File: src/rtl/spi_pkg.sv
// rtl/spi_pkg.sv - Shared constants and types for the SPI peripheral.
package spi_pkg;

    localparam int SPI_DEFAULT_WIDTH = 8;

    typedef enum logic {
        SPI_LSB_FIRST = 1'b0,
        SPI_MSB_FIRST = 1'b1
    } spi_order_e;

endpackage

File: src/rtl/spi_shift_reg.sv
// rtl/spi_shift_reg.sv - Parametrised full-duplex SPI shift register with bit counter,
// stable received-word register and one-cycle completion strobe.
module spi_shift_reg
    import spi_pkg::*;
#(
    parameter int         WIDTH     = SPI_DEFAULT_WIDTH,
    parameter spi_order_e MSB_FIRST = SPI_MSB_FIRST,
    parameter int         CNT_W     = $clog2(WIDTH + 1)
) (
    input  logic             clk_i,
    input  logic             reset_i,
    input  logic             load_i,
    input  logic [WIDTH-1:0] data_i,
    input  logic             shift_i,
    input  logic             miso_i,
    output logic             mosi_o,
    output logic [WIDTH-1:0] out_o,
    output logic             busy_o,
    output logic             done_o,
    output logic [CNT_W-1:0] cnt_o
);

    localparam logic [CNT_W-1:0] LAST_BIT = CNT_W'(WIDTH - 1);

    logic [WIDTH-1:0] sr;
    logic [WIDTH-1:0] sr_next;

    // The received bit always enters at the end opposite to the bit being driven out.
    generate
        if (MSB_FIRST == SPI_MSB_FIRST) begin : g_msb_first
            assign sr_next = {sr[WIDTH-2:0], miso_i};
            assign mosi_o  = sr[WIDTH-1];
        end else begin : g_lsb_first
            assign sr_next = {miso_i, sr[WIDTH-1:1]};
            assign mosi_o  = sr[0];
        end
    endgenerate

    always_ff @(posedge clk_i) begin
        if (reset_i) begin
            sr     <= '0;
            out_o  <= '0;
            cnt_o  <= '0;
            busy_o <= 1'b0;
            done_o <= 1'b0;
        end else begin
            done_o <= 1'b0;
            if (load_i) begin
                // A load also aborts any frame in flight; out_o is left untouched.
                sr     <= data_i;
                cnt_o  <= '0;
                busy_o <= 1'b1;
            end else if (shift_i && busy_o) begin
                sr <= sr_next;
                if (cnt_o == LAST_BIT) begin
                    out_o  <= sr_next;
                    cnt_o  <= '0;
                    busy_o <= 1'b0;
                    done_o <= 1'b1;
                end else begin
                    cnt_o <= cnt_o + CNT_W'(1);
                end
            end
        end
    end

endmodule

File: config.mk
export PLATFORM = sky130hd
export DESIGN_NAME = spi_shift_reg
export DESIGN_NICKNAME = d
export VERILOG_FILES = /design/src/rtl/spi_pkg.sv /design/src/rtl/spi_shift_reg.sv
export SDC_FILE = /design/constraint.sdc
export NUM_CORES = 1
export LEC_CHECK = 0
export ABC_AREA = 1
export BUFFER_PORTS_ARGS = -buffer_cell sky130_fd_sc_hd__buf_4
export CORE_MARGIN = 2
export CORE_UTILIZATION = 35
export DETAILED_ROUTE_END_ITERATION = 10
export GPL_TIMING_DRIVEN = 0
export PLACE_DENSITY = 0.66
export RECOVER_POWER = 25
export SYNTH_ARGS = -nofsm -noshare
export SYNTH_HDL_FRONTEND = slang
export SYNTH_SLANG_ARGS = --single-unit
File: constraint.sdc
create_clock -name clk_i -period 1.19 [get_ports clk_i]
set_input_delay 0.357 -clock clk_i [delete_from_list [all_inputs] [get_ports clk_i]]
set_output_delay 0.357 -clock clk_i [all_outputs]
set_load 0.01 [all_outputs]
==> run summary <==
After synthesis, the largest area contributor takes up 44.8% of total cell area. The TritonCTS buffer count is 3. The vias per cell is 4.87.

The most utilized layer in the global route result is met2. The power share of the sequential group came out at 50.5%. The power spent charging and discharging nets came out at 0.000349 W. Of all flip-flops after synthesis, the portion carrying an async set or reset was 0%. The post-route netlist has 34.7% of its cells at a drive strength greater than 1. Traced cell by cell, the critical path runs through buf_4.

The die outline area is 3250 sq um. The largest individual stage delay along the critical path comes from the cell dfxtp_1. The number of different library cells used by synthesis comes to 19. The met3 track demand over resource is 4.08%.

Setup violations remaining at the end of the flow were counted as 0. Clock tree synthesis selected as its root buffer the cell clkbuf_4. Summing over every cut layer, the via total after detailed routing is 1009. The leakage power total is 0.678 nW. The commonest register cell after synthesis is dfxtp_1.

The synthesis-to-layout area growth is 41.7%. The routed length per instance is 12.1 um. The kind of path behind the tightest hold check is in -> reg. The initial antenna violation count is 0. The post-placement cell count came out at 197. STA classifies the critical path endpoint as a primary output. The required time reported for the critical path endpoint is 0.83 ns. The final estimated routing congestion in global placement is 0.855. The number of nets in the synthesized netlist came out at 153.

Sorting the synthesized cells by area gives the leading types as dfxtp_1, nand2_1, nand3_1. The clock network is responsible for 38.2% of the overall power. The largest driver fanout on the critical path is 2. The maximum number of pins on one net before global-route repair is 14. The post-synthesis instance area is 982 sq um. In this design, the largest share of critical-path delay is due to flip-flops. The number of enable flip-flop cells after synthesis is 0.

The actual slew at the worst max-slew pin came out at 0.272 ns. The number of search-and-repair iterations in the first detailed-routing pass came out at 4. The commonest cells after synthesis are nand2_1, nand3_1, dfxtp_1. The count of boundary I/O pins is 28. The synthesized instance count came out at 139. Headroom to the max-slew limit came out at 81.8%. The switching part of the total is 23.0%. The flop and latch count out of synthesis came out at 22. The data arrival time of the critical path came out at 0.81 ns. The net total in the final layout came out at 191. The number of global-route vias before repair came out at 974. The DRC marker count from the first detailed-route iteration came out at 20. STA classifies the critical path startpoint as a flop. The half-perimeter wire length after detailed placement came out at 1.72 mm. The met2 track demand over resource in global routing came out at 27.4%. Setup repair after global routing could not meet its margin everywhere. For met1 alone, demand over resource in global routing was 22.9%. In the routed design, unresolved DRC markers number 0. The area of the core region came out at 2710 sq um.

The worst setup path is of the reg -> out kind. nand2_1 is the most common cell in the netlist. The y dimension of the die is 57.0 um.

For this design, the CTS-stage hold fixing added 0 buffers. The worst path in the final design needs a cycle of 1.17 ns, including I/O delays and setup. The clock reaches the later pin of the worst-skew pair after 0.31 ns.

The final sum of negative setup slack came out at 0 ns. The max-cap check violation count is 0. In this design, the stage delay of the slowest critical-path cell is 0.37 ns.

The highest clock rate is 855 MHz. Clock tree synthesis found a total of 22 sinks. The worst hold-check slack is 0.276 ns. The final-report max-slew violation count is 0.

The final wirelength came out at 2.50 mm. The total of warnings raised by yosys is 0. The worst-case IR drop observed on VDD is 1200 uV. The internal portion of the total power is 0.00117 W. In this run the horizontal extent of the chip is 57.0 um. Global routing finished with a remaining overflow of 0.

The placement row count is 19. Global routing consumed, over all layers together, 16.6% of the routing resources. The total power divided by cell area came out at 1090 nW/um^2. The first global-routing pass estimated 4.40 mm of wire. TritonCTS built the clock tree. The starting density of the core is 36.2%. The antenna cell count came out at 0. The share of the clock period used by the worst path is 98.3%. The largest clock skew in the final design is 0.00635 ns. The maximum count of clock buffers along a single path is 2.

The number of standard cells in the layout, taps in and fillers out came out at 207. The register area share after synthesis came out at 44.8%. The number of input and output port buffers inserted is 27.

The biggest area contributor in the post-synthesis netlist is dfxtp_1. Clock-pin slew was measured on the worst setup and hold paths at 0.13 ns. The mean instance size in the synthesized netlist is 7.07 sq um.

The post-route antenna net violation count came out at 0. The H-tree depth came out at 1. Counting both buffers and inverters, the worst setup path holds a total of 1. The relative contribution of combinational cells to total power is 11.3%. The flow ran to the end, and the final reports show no timing, DRC or antenna violations. The final hold violation count was 0.
## worst paths after layout
| check | startpoint | to | slack, ns | depth (start not counted) |
|---|---|---|---|---|
| setup / recovery | out_o[6] | out_o[6] | 0.02 | 1 |
| hold / removal | miso_i | out_o[0] | 0.28 | 3 |
| setup reg to reg | cnt_o[1] | cnt_o[3] | 0.08 | 6 |
| hold reg to reg | out_o[0] | out_o[0] | 0.48 | 2 |
## final cells by class
class	instances	area [sq um]
Buffer	5	42.5
Clock buffer	3	22.5
Clock inverter	1	30.0
Fill cell	285	1320
Inverter	7	26.3
Multi-Input combinational cell	106	509
Sequential cell	22	467
Tap cell	31	38.8
Timing Repair Buffer	32	255
## per-stage QoR
step	total power (W)	util [%]	setup slack, ns	cell area, sq um
after floorplan	0.000880	-	0.0345	982
after global placement	0.000945	45.2	-0.0442	1220
after detailed placement	0.000950	45.2	-0.130	1220
after CTS	0.00153	49.1	0.00695	1330
after global routing	0.00158	51.3	-0.0177	1390
final	0.00152	51.3	0.0207	1390
## per-layer routing
metal / vias to the layer above / share of wire [%]
li1: 527 / -
met1: 450 / 48
met2: 30 / 47
met3: 2 / 5.4
met4: 0 / 0.16
met5: - / 0
## registers in the layout, summed over array words and instances (netlist names)
signal / count
out_o: 8
done_o: 1
sr: 8
cnt_o: 4
busy_o: 1
## cells in the final DEF (no fill, tap or decap), drive strengths merged
master	netlist	routed
nand2	53	54
buf	4	36
nand3	27	27
dfxtp	22	22
nor2	11	11
a21oi	9	9
inv	6	6
clkbuf	1	4
o21ai	2	2
clkinv	1	1
nor3	1	1
o21bai	1	1
ha	1	1
bufinv	0	1
## worst reg2reg max path, delay by kind of cell (launching register included)
kind          cells  cell delay [ns]
flops             1             0.39
simple gates      5             0.48
fa+ha+maj         1             0.15
## cells by family after synthesis
logic type	count (synthesis)	synth area share (%)
AND/OR/NAND/NOR	92	40.5
flip-flops	22	44.8
buffers and inverters	12	7.01
adder cells (fa/ha/maj)	1	1.27
AO/OA/AOI/OAI	12	6.37
## power by group through the flow
stage                      logic, W  registers [W]  clock network [W]
after detailed placement   0.000158       0.000791                  0
final                      0.000171       0.000766           0.000580
after global placement     0.000155       0.000790                  0
after global routing       0.000193       0.000769           0.000622
after CTS                  0.000167       0.000769           0.000591
after floorplan           0.0000916       0.000789                  0
## repair_timing
action	in CTS	in global routing
pin swaps	1	2
gates resized for setup	12	16
setup buffers	3	2
endpoints found under the setup margin	17	24
cloned	1	0
Note: power is estimated with default switching activity, not from simulation.
